<file path="config.mk">
export PLATFORM = sky130hd
export DESIGN_NAME = mcpu_alu_arbiter
export DESIGN_NICKNAME = d
export VERILOG_FILES = /design/src/rtl/mcpu_alu_pkg.sv /design/src/rtl/mcpu_alu_arbiter_alu.sv /design/src/rtl/mcpu_alu_arbiter.sv
export SDC_FILE = /design/constraint.sdc
export NUM_CORES = 1
export LEC_CHECK = 0
export ABC_AREA = 1
export CAP_MARGIN = 20
export CORE_UTILIZATION = 27
export DETAILED_ROUTE_END_ITERATION = 6
export SLEW_MARGIN = 10
export SYNTH_ARGS = -nofsm -noshare
export SYNTH_HDL_FRONTEND = slang
export SYNTH_SLANG_ARGS = --single-unit
</file>
<file path="constraint.sdc">
create_clock -name clk -period 2.4 [get_ports clk]
set_input_delay 0.24 -clock clk [delete_from_list [all_inputs] [get_ports clk]]
set_output_delay 0.24 -clock clk [all_outputs]
set_load 0.01 [all_outputs]
</file>
<file path="src/rtl/mcpu_alu_pkg.sv">
// Shared constants for the MCPU ALU arbiter: opcodes, FSM states and requester IDs.
package mcpu_alu_pkg;

    localparam logic [1:0] OP_AND = 2'b00;
    localparam logic [1:0] OP_OR  = 2'b01;
    localparam logic [1:0] OP_XOR = 2'b10;
    localparam logic [1:0] OP_ADD = 2'b11;

    typedef enum logic [1:0] {
        ST_IDLE = 2'd0,
        ST_EXEC = 2'd1,
        ST_RESP = 2'd2
    } state_t;

    localparam logic REQ_A = 1'b0;
    localparam logic REQ_B = 1'b1;

endpackage

</file>
<file path="src/rtl/mcpu_alu_arbiter_alu.sv">
// MCPU_Alu: combinational AND/OR/XOR/ADD unit.
// OVERFLOW flags signed overflow on ADD only.
module MCPU_Alu
    import mcpu_alu_pkg::*;
#(
    parameter int CMD_SIZE  = 2,
    parameter int WORD_SIZE = 8
) (
    input  logic [CMD_SIZE-1:0]  opcode,
    input  logic [WORD_SIZE-1:0] r1,
    input  logic [WORD_SIZE-1:0] r2,
    output logic [WORD_SIZE-1:0] out,
    output logic                 OVERFLOW
);

    logic [WORD_SIZE-1:0] w_sum;

    assign w_sum = r1 + r2;

    always_comb begin
        out      = '0;
        OVERFLOW = 1'b0;
        case (opcode)
            CMD_SIZE'(OP_AND): out = r1 & r2;
            CMD_SIZE'(OP_OR):  out = r1 | r2;
            CMD_SIZE'(OP_XOR): out = r1 ^ r2;
            CMD_SIZE'(OP_ADD): begin
                out = w_sum;
                // Same-sign operands producing an opposite-sign sum.
                OVERFLOW = (r1[WORD_SIZE-1] == r2[WORD_SIZE-1]) &&
                           (w_sum[WORD_SIZE-1] != r1[WORD_SIZE-1]);
            end
            default: ;
        endcase
    end

endmodule

</file>
<file path="src/rtl/mcpu_alu_arbiter.sv">
// Round-robin arbiter sharing one MCPU_Alu between requesters A and B.
// Optional MCPU_ALU_ARB_STATS_EN adds saturating ops/overflow counters.
module mcpu_alu_arbiter
    import mcpu_alu_pkg::*;
#(
    parameter int CMD_SIZE  = 2,
    parameter int WORD_SIZE = 8
) (
    input  logic                 clk,
    input  logic                 rst_n,
    input  logic                 a_req_valid,
    output logic                 a_req_ready,
    input  logic [CMD_SIZE-1:0]  a_opcode,
    input  logic [WORD_SIZE-1:0] a_r1,
    input  logic [WORD_SIZE-1:0] a_r2,
    output logic                 a_resp_valid,
    input  logic                 a_resp_ready,
    input  logic                 b_req_valid,
    output logic                 b_req_ready,
    input  logic [CMD_SIZE-1:0]  b_opcode,
    input  logic [WORD_SIZE-1:0] b_r1,
    input  logic [WORD_SIZE-1:0] b_r2,
    output logic                 b_resp_valid,
    input  logic                 b_resp_ready,
`ifdef MCPU_ALU_ARB_STATS_EN
    output logic [15:0]          ops_count,
    output logic [15:0]          ovf_count,
`endif
    output logic [WORD_SIZE-1:0] resp_out,
    output logic                 resp_overflow
);

    state_t               r_state;
    state_t               w_state_next;
    logic                 r_last;
    logic                 r_owner;
    logic [CMD_SIZE-1:0]  r_opcode;
    logic [WORD_SIZE-1:0] r_r1;
    logic [WORD_SIZE-1:0] r_r2;
    logic [WORD_SIZE-1:0] r_resp_out;
    logic                 r_resp_ovf;
    logic                 w_grant;
    logic                 w_accept;
    logic                 w_consume;
    logic [WORD_SIZE-1:0] w_alu_out;
    logic                 w_alu_ovf;

    MCPU_Alu #(
        .CMD_SIZE  (CMD_SIZE),
        .WORD_SIZE (WORD_SIZE)
    ) u_alu (
        .opcode   (r_opcode),
        .r1       (r_r1),
        .r2       (r_r2),
        .out      (w_alu_out),
        .OVERFLOW (w_alu_ovf)
    );

    always_ff @(posedge clk or negedge rst_n) begin
        if (!rst_n) r_state <= ST_IDLE;
        else        r_state <= w_state_next;
    end

    always_comb begin
        w_state_next = r_state;
        w_accept     = 1'b0;
        w_consume    = 1'b0;
        a_req_ready  = 1'b0;
        b_req_ready  = 1'b0;
        a_resp_valid = 1'b0;
        b_resp_valid = 1'b0;
        if (a_req_valid && b_req_valid) w_grant = ~r_last;
        else if (b_req_valid)           w_grant = REQ_B;
        else                            w_grant = REQ_A;
        case (r_state)
            ST_IDLE: begin
                // Ready is forced low while reset is held so no handshake is visible.
                a_req_ready = rst_n && a_req_valid && (w_grant == REQ_A);
                b_req_ready = rst_n && b_req_valid && (w_grant == REQ_B);
                if (a_req_valid || b_req_valid) begin
                    w_accept     = 1'b1;
                    w_state_next = ST_EXEC;
                end
            end
            ST_EXEC: w_state_next = ST_RESP;
            ST_RESP: begin
                a_resp_valid = (r_owner == REQ_A);
                b_resp_valid = (r_owner == REQ_B);
                w_consume    = (r_owner == REQ_A) ? a_resp_ready : b_resp_ready;
                if (w_consume) w_state_next = ST_IDLE;
            end
            default: w_state_next = ST_IDLE;
        endcase
    end

    always_ff @(posedge clk or negedge rst_n) begin
        if (!rst_n) begin
            r_last     <= REQ_B;
            r_owner    <= REQ_A;
            r_opcode   <= '0;
            r_r1       <= '0;
            r_r2       <= '0;
            r_resp_out <= '0;
            r_resp_ovf <= 1'b0;
        end else begin
            if (w_accept) begin
                r_owner  <= w_grant;
                r_opcode <= (w_grant == REQ_B) ? b_opcode : a_opcode;
                r_r1     <= (w_grant == REQ_B) ? b_r1 : a_r1;
                r_r2     <= (w_grant == REQ_B) ? b_r2 : a_r2;
            end
            if (r_state == ST_EXEC) begin
                r_resp_out <= w_alu_out;
                r_resp_ovf <= w_alu_ovf;
            end
            if (w_consume) r_last <= r_owner;
        end
    end

    assign resp_out      = r_resp_out;
    assign resp_overflow = r_resp_ovf;

`ifdef MCPU_ALU_ARB_STATS_EN
    logic [15:0] r_ops_count;
    logic [15:0] r_ovf_count;

    always_ff @(posedge clk or negedge rst_n) begin
        if (!rst_n) begin
            r_ops_count <= '0;
            r_ovf_count <= '0;
        end else if (w_consume) begin
            if (r_ops_count != 16'hFFFF)                r_ops_count <= r_ops_count + 16'd1;
            if (r_resp_ovf && r_ovf_count != 16'hFFFF)  r_ovf_count <= r_ovf_count + 16'd1;
        end
    end

    assign ops_count = r_ops_count;
    assign ovf_count = r_ovf_count;
`endif

endmodule

</file>
==> summary.md, run 1 <==
| Metric | Value |
|---|---|
| Outcome | `completed` |
| Post-CTS Setup Inserts | `0` |
| CTS Hold Bufs | `0` |
| Synth cell types | `27` |
| Initial antenna violation count | `0` |
| Yosys top cell by area | `dfrtp_1` |
| Core Area | `7290 µm²` |
| Row cnt | `31` |
| CP Max Fanout | `7` |
| Setup crit end kind | `output port` |
| Vias after detailed routing | `1885` |
| Worst hold path type | `reg -> reg` |
| Slew headroom | `63.8%` |
| Unrepaired setup endpoints after global routing | `false` |
| Number of fill cells | `between 700 and 800` |
| Switching part of the total | `46.6%` |
| Setup Slack @ Placement | `0.515 ns` |
| Nets | `382` |
| Area Overhead vs Synth | `34.4%` |
| Number of global-route vias before repair | `1830` |
| Final Max Tran Viols | `0` |
| Top-area cell type share of the netlist area | `a little under two fifths` |
| FF/Latch Area | `around 800 µm²` |
| Final Wtd Congestion | `0.824` |
| Slowest CP cell | `dfstp_2` |
| Synthesized area per cell | `approximately 7.7 µm²` |
| Fin crit share | `about four fifths` |
| DR WL/cell | `12.0 µm` |
| PD cells | `~1300 nW/µm²` |
| Die area | `7920 µm²` |
| # setup viols final | `0` |
| CP Data Required Time | `~2.2 ns` |
| FF+latch count, synth | `31` |
| 1st-iter DRT viols | `a little under 90` |
| Mapped Cells | `roughly 270` |
| Cell Chain, Critical Path | `nand2_1, nand2_2, inv_2, nor2_1, clkdlybuf4s50_1` |
| Gr usage total | `13.9%` |
| Die width | `89.0 µm` |
| Largest net degree at the start of global routing | `39` |
| CTS tree | `built` |
| Most frequent cells after synthesis | `nand2_1 (46), nor2_1 (32), dfrtp_1 (30)` |
| Root buf cell | `clkbuf_8` |
| Inserted Diodes | `0` |
| Cts repair resizes | `0` |
| Post-synth EDFFs | `0` |
| Cts bufs inserted | `5` |
| Final WL | `a little over 5000 µm` |
| Final Skew | `about 0.0035 ns` |
| Final Core Density | `between 30 and 40%` |
| Top_reg_cell synth | `dfrtp_1` |
| CP Launch Type | `flip-flop` |
| Area of the multi-input gates | `1050 µm²` |
| Die height | `about 89 µm` |
| Internal Dissipation | `1870 µW` |
| Hold Violations, Final | `0` |
| Post-DR vias/cell | `4.46` |
| Combinational fraction of design power | `59.9%` |
| Clock latency on the worst-skew pair | `0.28 ns` |
| Critical path arrival | `1.67 ns` |
| Initial Util | `between 20 and 30%` |
| Clock Tree Buf Depth | `2` |
| Synth warn | `0` |
| Kind of critical path | `reg -> out` |
| Ratio of cells with drive above 1 in the final layout | `9.26%` |
| Top-count cell post-synth | `nand2_1` |
| Synth top area cells | `dfrtp_1 (37%), ha_1 (9.8%), nand2_1 (8.4%), o21ai_1 (6.6%), nor2_1 (5.9%)` |
| Seq pwr share | `~29%` |
| Post-synth net total | `approximately 330` |
| Setup ws final | `0.493 ns` |
| Remaining global-route overflow | `0` |
| Final worst path period need | `between 1.5 and 2 ns` |
| Max Cap Viol | `0` |
| I/O Buffers | `54` |
| Pre-antenna DRT Iters | `4` |
| Clock network fraction of total power | `11.4%` |
| Leakage | `0.00127 µW` |
| Worst vdd ir | `679 µV` |
| Sequential-to-total area share from yosys stat | `38.0%` |
| FFs w/ async S/R, synth | `100%` |
| Slowest Stage Delay on Critical Path | `0.54 ns` |
| Worst-path clk slew | `0.07 ns` |
| Worst Max-Slew Pin Slew | `0.542 ns` |
| H-tree level count | `2` |
| Clock Sinks | `31` |
| Sw Pwr | `between 1500 and 2000 µW` |
| Max Fclk | `0.524 GHz` |
| First-pass GRT wire length | `8510 µm` |
| Residual DRC | `0` |
| Netlist Area Pre-Place | `2040 µm²` |
| Post-DRT Antenna Nets | `0` |
| Dpl hpwl | `just under 4000 µm` |
| IO Count | `55` |
| Final TNS setup | `0 ns` |
cells in the final DEF (no fill, tap or decap), drive strengths merged, types with 2 or more instances in the layout:
cell type / n
a21oi: 12
buf: 3
clkbuf: 7
clkdlybuf4s50: 54
dfrtp: 30
ha: 16
inv: 38
nand2: 50
nand3: 15
nand4: 3
nor2: 35
o21ai: 33
o22ai: 18
or2: 2
critical path, delay by kind of cell (launching register included):
family | cells | cell delay [ns]
simple gates | 3 | 0.24
flops | 1 | 0.54
buf+inv | 2 | 0.61
metrics by stage:
| step | cells | total power (µW) | area [µm²] | hold slack (ns) |
|---|---|---|---|---|
| floorplan | 267 | 2520 | 2040 | -0.0556 |
| global placement | 415 | 3060 | 2670 | 0.469 |
| detailed placement | 415 | 3100 | 2670 | 0.475 |
| CTS | 423 | 3510 | 2750 | 0.493 |
| global route | 423 | 3870 | 2750 | 0.517 |
| finish | 423 | 3490 | 2750 | 0.485 |
cell families (layout without fill, tap and decap cells):
kind of cell,count (synthesis),after routing,synth area share [%]
AOI/OAI and AO/OA,67,67,18.5
adders and majority gates,17,17,10.8
buffers and inverters,46,103,10.4
DFF,31,31,38.0
and+or+nand+nor,106,106,22.3
flip-flops by register name (all words and copies together), names as in the netlist:
signal,cells
r_r1,8
r_r2,8
resp_out,8
r_opcode,2
r_state,2
r_last,1
r_owner,1
resp_overflow,1
cell type report:
cell class | instances | share of cell area, %
Clock buffer | 7 | 2.78
Clock inverter | 1 | 0.182
Inverter | 38 | 5.37
Multi-Input combinational cell | 190 | 38.4
Sequential cell | 31 | 28.3
Tap cell | 99 | 4.51
Timing Repair Buffer | 57 | 20.5
power groups by stage:
stage,Clock (µW),Sequential [µW],Combinational (µW)
floorplan,0,975,1540
global placement,0,997,2060
detailed placement,0,1010,2100
CTS,409,1000,2100
global route,435,1040,2400
finish,399,999,2090
final timing paths:
path                                         start                      end  slack (ns)  depth (start not counted)
hold / removal             resp_out[7]$_DFFE_PN0N_  resp_out[7]$_DFFE_PN0N_        0.49                          2
min in group asynchronous                    rst_n      r_r2[4]$_DFFE_PN0P_        0.51                          2
setup / recovery                r_last$_DFFE_PN1P_              a_req_ready        0.49                          5
max in group asynchronous                    rst_n       r_last$_DFFE_PN1P_        1.55                          2
setup reg to reg               r_r1[0]$_DFFE_PN0P_  resp_out[4]$_DFFE_PN0N_        0.70                          8
hold reg to reg            resp_out[7]$_DFFE_PN0N_  resp_out[7]$_DFFE_PN0N_        0.49                          2
layer usage:
layer	share of wire [%]	global-route usage (%)
met1	49	19.0
met2	45	22.5
met3	4.4	2.86
met4	1.1	3.90
met5	0	0
(Power assumes the default switching activity.)
==> run 2: changes to the inputs <==
- clock period: 2.4 -> 1.95 ns (I/O delays scaled with it)
==> run 2 against run 1 <==
Clock-buffer cell count is the same; first-iteration DRC count is 1.1% lower; critical path depth decreased by 1; sequential cell count unchanged; sequential power rose by 22%; via count is 0.16% higher; final area increased by 1.5%; non-clock buffer count rose by 2; worst setup slack worse by 0.37 ns; total power increased by 27%; largest power group unchanged; highest routed layer unchanged.
==> summary.md, run 2 (same netlist as run 1, synthesis figures left out) <==
| Metric | Value |
|---|---|
| Clock Tree Buf Depth | `2` |
| Unrepaired setup endpoints after global routing | `false` |
| Kind of critical path | `reg -> out` |
| CP Data Required Time | `between 1.5 and 2 ns` |
| Ratio of cells with drive above 1 in the final layout | `between 9 and 10%` |
| Initial antenna violation count | `0` |
| Dpl hpwl | `3850 µm` |
| Commonest non-fill, non-tap cell in the layout | `clkdlybuf4s50_1` |
| Final Skew | `0.00705 ns` |
| Final Max Tran Viols | `0` |
| Final Wtd Congestion | `0.808` |
| I/O Buffers | `54` |
| Clock Sinks | `31` |
| DR WL/cell | `11.8 µm` |
| Max Cap Viol | `0` |
| Residual DRC | `0` |
| CTS tree | `built` |
| CP most frequent cell | `nor2_1` |
| Placed Cells | `417` |
| CTS Hold Bufs | `0` |
| Vias after detailed routing | `between 1500 and 2000` |
| CP Launch Type | `flip-flop` |
| Setup crit end kind | `output port` |
| Die width | `about 89 µm` |
| Final Core Density | `38.2%` |
| Largest net degree at the start of global routing | `36` |
| Worst hold path type | `in -> async` |
| Final TNS setup | `0 ns` |
| Pre-antenna DRT Iters | `4` |
| # setup viols final | `0` |
| Outcome | `completed` |
| Clock latency on the worst-skew pair | `0.28 ns` |
| Post-DRT Antenna Nets | `0` |
| Worst vdd ir | `720 µV` |
| Die area | `7920 µm²` |
| CP Max Fanout | `3` |
| Final WL | `5000 µm` |
| Slew headroom | `around two thirds` |
| First-pass GRT wire length | `8160 µm` |
| Remaining global-route overflow | `0` |
| Post-DR vias/cell | `4.44` |
| Critical path arrival | `between 1.5 and 2 ns` |
| Hold Violations, Final | `0` |
| R2r endpoint | `resp_out[4]$_DFFE_PN0N_` |
| Setup Slack @ Placement | `roughly 0.19 ns` |
| Critical path origin | `r_state[1]$_DFFE_PN0P_` |
| Initial Util | `28.0%` |
| Max Fclk | `0.547 GHz` |
| Root buf cell | `clkbuf_8` |
| Flop2flop setup slack | `between 0.2 and 0.3 ns` |
| Fin crit share | `93.7%` |
| H-tree level count | `2` |
| Nets | `384` |
| Gr usage total | `between 10% and 20%` |
| Final worst path period need | `1.83 ns` |
| Post-CTS Setup Inserts | `0` |
| FF-to-FF Start | `r_r1[0]$_DFFE_PN0P_` |
| CP Capture Point | `b_req_ready` |
| Worst Max-Slew Pin Slew | `0.495 ns` |
| CP Depth | `4` |
| Critical path buffers and inverters | `1` |
| Number of global-route vias before repair | `1791` |
| Die height | `89.0 µm` |
| 1st-iter DRT viols | `87` |
| Post-Layout Cell Count | `between 400 and 500` |
| Number of fill cells | `800` |
| Inserted Diodes | `0` |
| Worst Reg-to-Reg Cells | `8` |
| Cell Chain, Critical Path | `nor2_1, nand2_1, nor2_1, clkdlybuf4s50_1` |
| Worst-path clk slew | `0.07 ns` |
| IO Count | `55` |
| PD cells | `1590 nW/µm²` |
| Cts repair resizes | `0` |
| Setup ws final | `0.123 ns` |
| Slowest Stage Delay on Critical Path | `0.54 ns` |
| Slowest CP cell | `clkdlybuf4s50_1` |
| Kind of cell adding the most delay to the critical path | `buffers and inverters` |
| Row cnt | `31` |
| Cts bufs inserted | `5` |
| Leading cell types in the layout, fill and taps excluded | `clkdlybuf4s50_1 (54), nand2_1 (46), nor2_1 (32), dfrtp_1 (30), inv_1 (29)` |
| Area Overhead vs Synth | `36.4%` |
| Leakage | `0.00129 µW` |
| Core Area | `7290 µm²` |
## run 2: final cells by class
type | instances | area [µm²] | share of cell area, %
clock buffers | 7 | 76.3 | 2.74
multi-input cells | 190 | 1050 | 37.8
well taps | 99 | 124 | 4.44
flip-flops and latches | 31 | 777 | 27.9
inverters | 38 | 148 | 5.30
clock inverters | 1 | 30.0 | 1.08
repair buffers | 59 | 578 | 20.7
## run 2: report_power, final
group | switching [µW] | internal, µW
sequential | 246 | 977
combinational | 1500 | 1090
clock | 240 | 382
total | 1980 | 2450
## run 2: worst min path at each step
stage,start,endpoint,slack (ns),cells past startpoint
after global routing,rst_n,resp_out[7]$_DFFE_PN0N_,0.51,2
after floorplan,rst_n,r_opcode[0]$_DFFE_PN0P_,-0.10,0
after detailed placement,resp_out[2]$_DFFE_PN0N_,resp_out[2]$_DFFE_PN0N_,0.47,2
after global placement,resp_out[2]$_DFFE_PN0N_,resp_out[2]$_DFFE_PN0N_,0.47,2
final,rst_n,resp_out[4]$_DFFE_PN0N_,0.47,2
after CTS,resp_out[2]$_DFFE_PN0N_,resp_out[2]$_DFFE_PN0N_,0.49,2
## run 2: worst register-to-register path, cell delays in order, from the launching register on
cell and delay [ns]:
dfrtp_1 0.38, ha_1 0.25, fa_1 0.43, nand3_1 0.09
nand3_1 0.09, a21oi_1 0.14, o21ai_1 0.08, o21ai_1 0.07
inv_1 0.04
## run 2: through the flow
stage	hold WS, ns	instance area [µm²]	power [µW]
floorplan	-0.101	2040	3100
global placement	0.471	2680	3800
detailed placement	0.473	2680	3840
CTS	0.492	2790	4480
global route	0.510	2790	4900
finish	0.475	2790	4430
## run 2: metal layers
| layer | track usage (%) | wire [µm] | up-vias |
|---|---|---|---|
| li1 | - | - | 1001 |
| met1 | 17.8 | 2350 | 832 |
| met2 | 21.0 | 2300 | 45 |
| met3 | 3.69 | 257 | 10 |
| met4 | 5.34 | 92 | 0 |
| met5 | 0 | 0 | - |
==> run 3: changes to the inputs <==
- REMOVE_ABC_BUFFERS: unset -> 1
- SKIP_LAST_GASP: unset -> 1
==> run 3 against run 2 <==
Final area rose by 1.0%; maximum frequency is 2.5% higher; critical path type is now in -> out; non-clock buffer count unchanged.
==> summary.md, run 3 (same netlist as run 1, synthesis figures left out) <==
| Metric | Value |
|---|---|
| Number of global-route vias before repair | `1863` |
| Die height | `89.0 µm` |
| Final Wtd Congestion | `0.802` |
| Final WL | `5190 µm` |
| Max Cap Viol | `0` |
| Clock latency on the worst-skew pair | `0.29 ns` |
| Outcome | `completed` |
| Nets | `384` |
| Kind of critical path | `in -> out` |
| CTS tree | `built` |
| Post-DRT Antenna Nets | `0` |
| Final instance area | `2820 µm²` |
| Ratio of cells with drive above 1 in the final layout | `10.7%` |
| CP Data Required Time | `1.75 ns` |
| Gr usage total | `14.2%` |
| Worst Max-Slew Pin Slew | `0.404 ns` |
| First-pass GRT wire length | `roughly 8500 µm` |
| Worst-path clk slew | `0.07 ns` |
| FF/Latch Area | `777 µm²` |
| CP Max Fanout | `7` |
| Final TNS setup | `0 ns` |
| CP Launch Type | `input port` |
| 1st-iter DRT viols | `a little over 80` |
| Setup crit end kind | `output port` |
| Flop2flop setup slack | `0.28 ns` |
| Slowest Stage Delay on Critical Path | `roughly 0.53 ns` |
| I/O Buffers | `54` |
| Row cnt | `31` |
| Core Area | `7290 µm²` |
| Initial Util | `approximately 28%` |
| H-tree level count | `2` |
| Critical path buffers and inverters | `3` |
| Die area | `slightly below 8000 µm²` |
| Final worst path period need | `approximately 1.8 ns` |
| Final Skew | `~0.012 ns` |
| Dpl hpwl | `just over 4000 µm` |
| DR WL/cell | `12.2 µm` |
| Slowest CP cell | `clkdlybuf4s50_1` |
| Placed cell areas | `around 2700 µm²` |
| Clock Sinks | `31` |
| FF-to-FF Start | `r_r1[0]$_DFFE_PN0P_` |
| Remaining global-route overflow | `0` |
| Largest net degree at the start of global routing | `39` |
| Pre-antenna DRT Iters | `4` |
| Cts bufs inserted | `5` |
| Kind of cell adding the most delay to the critical path | `buffers and inverters` |
| Root buf cell | `clkbuf_8` |
| Number of fill cells | `between 700 and 800` |
| Area of the multi-input gates | `1060 µm²` |
| Fin crit share | `91.4%` |
| Residual DRC | `0` |
| Max Fclk | `0.561 GHz` |
| Slew headroom | `73.1%` |
| Unrepaired setup endpoints after global routing | `false` |
| Post-CTS Setup Inserts | `0` |
| Hold Violations, Final | `0` |
| PD cells | `about 1600 nW/µm²` |
| Leakage | `between 0.001 and 0.0015 µW` |
| Worst Reg-to-Reg Cells | `8` |
| Die width | `approximately 89 µm` |
| Initial antenna violation count | `0` |
| Inserted Diodes | `0` |
| Cell Chain, Critical Path | `clkdlybuf4s50_1, nand2_1, nand2_2, inv_2, nand2_1, nor2_1, clkdlybuf4s50_1` |
| Final Core Density | `approximately 39%` |
| Area Overhead vs Synth | `37.8%` |
| R2r endpoint | `resp_out[4]$_DFFE_PN0N_` |
| IO Count | `between 50 and 60` |
| Final Max Tran Viols | `0` |
| Clock Tree Buf Depth | `2` |
| Worst hold path type | `in -> async` |
| Post-DR vias/cell | `4.49` |
| Worst vdd ir | `about 490 µV` |
| Vias after detailed routing | `1907` |
| # setup viols final | `0` |
| Commonest non-fill, non-tap cell in the layout | `clkdlybuf4s50_1` |
| Leading cell types in the layout, fill and taps excluded | `clkdlybuf4s50_1 (53), nand2_1 (46), nor2_1 (31), dfrtp_1 (30), inv_1 (29)` |
| Critical path arrival | `1.59 ns` |
-- run 3: cell types whose count changed in the layout (fill, tap and decap cells not counted) --
cell,before,now
clkinv_2,0,1
clkdlybuf4s50_1,54,53
nor2_2,3,4
nor2_1,32,31
dlymetal6s2s_1,0,1
clkbuf_8,5,6
clkbuf_1,2,0
buf_4,5,4
buf_12,0,1
-- run 3: area by class of cell --
class | instances | share of cell area [%]
clock buffer | 6 | 2.93
clock inverter | 2 | 1.24
inverter | 38 | 5.24
tap | 99 | 4.40
sequential | 31 | 27.6
timing repair buffer | 59 | 21.1
multi-input combinational | 190 | 37.5
-- run 3: worst max-delay path by stage --
stage                        start                 endpoint  slack (ns)  depth (start not counted)
2_1_floorplan  r_r1[0]$_DFFE_PN0P_  resp_out[4]$_DFFE_PN0N_        0.40                          8
3_3_place_gp           a_req_valid              b_req_ready        0.16                          7
3_5_place_dp           a_req_valid              b_req_ready        0.15                          7
4_1_cts         r_last$_DFFE_PN1P_              a_req_ready        0.06                          5
5_1_grt                a_req_valid              b_req_ready        0.03                          7
6_report               a_req_valid              b_req_ready        0.17                          7
-- run 3: timing repair --
| action | 4_1_cts | 5_1_grt |
|---|---|---|
| gates resized for setup | 0 | 2 |
| endpoints found under the setup margin | 0 | 1 |
| endpoints found under the hold margin | 0 | 0 |
| hold buffers | 0 | 0 |
-- run 3: metal layers --
layer | wire (µm) | vias to the layer above | global-route usage (%) | share of wire [%]
met5 | 0 | - | 0 | 0
met4 | 63 | 0 | 3.46 | 1.2
met3 | 267 | 6 | 2.68 | 5.1
met2 | 2380 | 43 | 23.8 | 46
met1 | 2480 | 858 | 18.8 | 48
li1 | - | 1000 | - | -
-- run 3: power by group --
part	total (µW)	switching (µW)	internal, µW	leakage, µW
Sequential	1220	245	976	0.000375
Combinational	2660	1530	1130	0.000888
Clock	663	250	413	0.0000612
-- run 3: per-stage QoR --
stage	power [µW]	setup slack, ns	hold slack, ns	cells
CTS	4570	0.0600	0.465	425
global route	5010	0.0329	0.500	425
global placement	3870	0.164	0.466	417
finish	4540	0.167	0.434	425
detailed placement	3890	0.152	0.469	417
floorplan	2990	0.395	-0.101	259
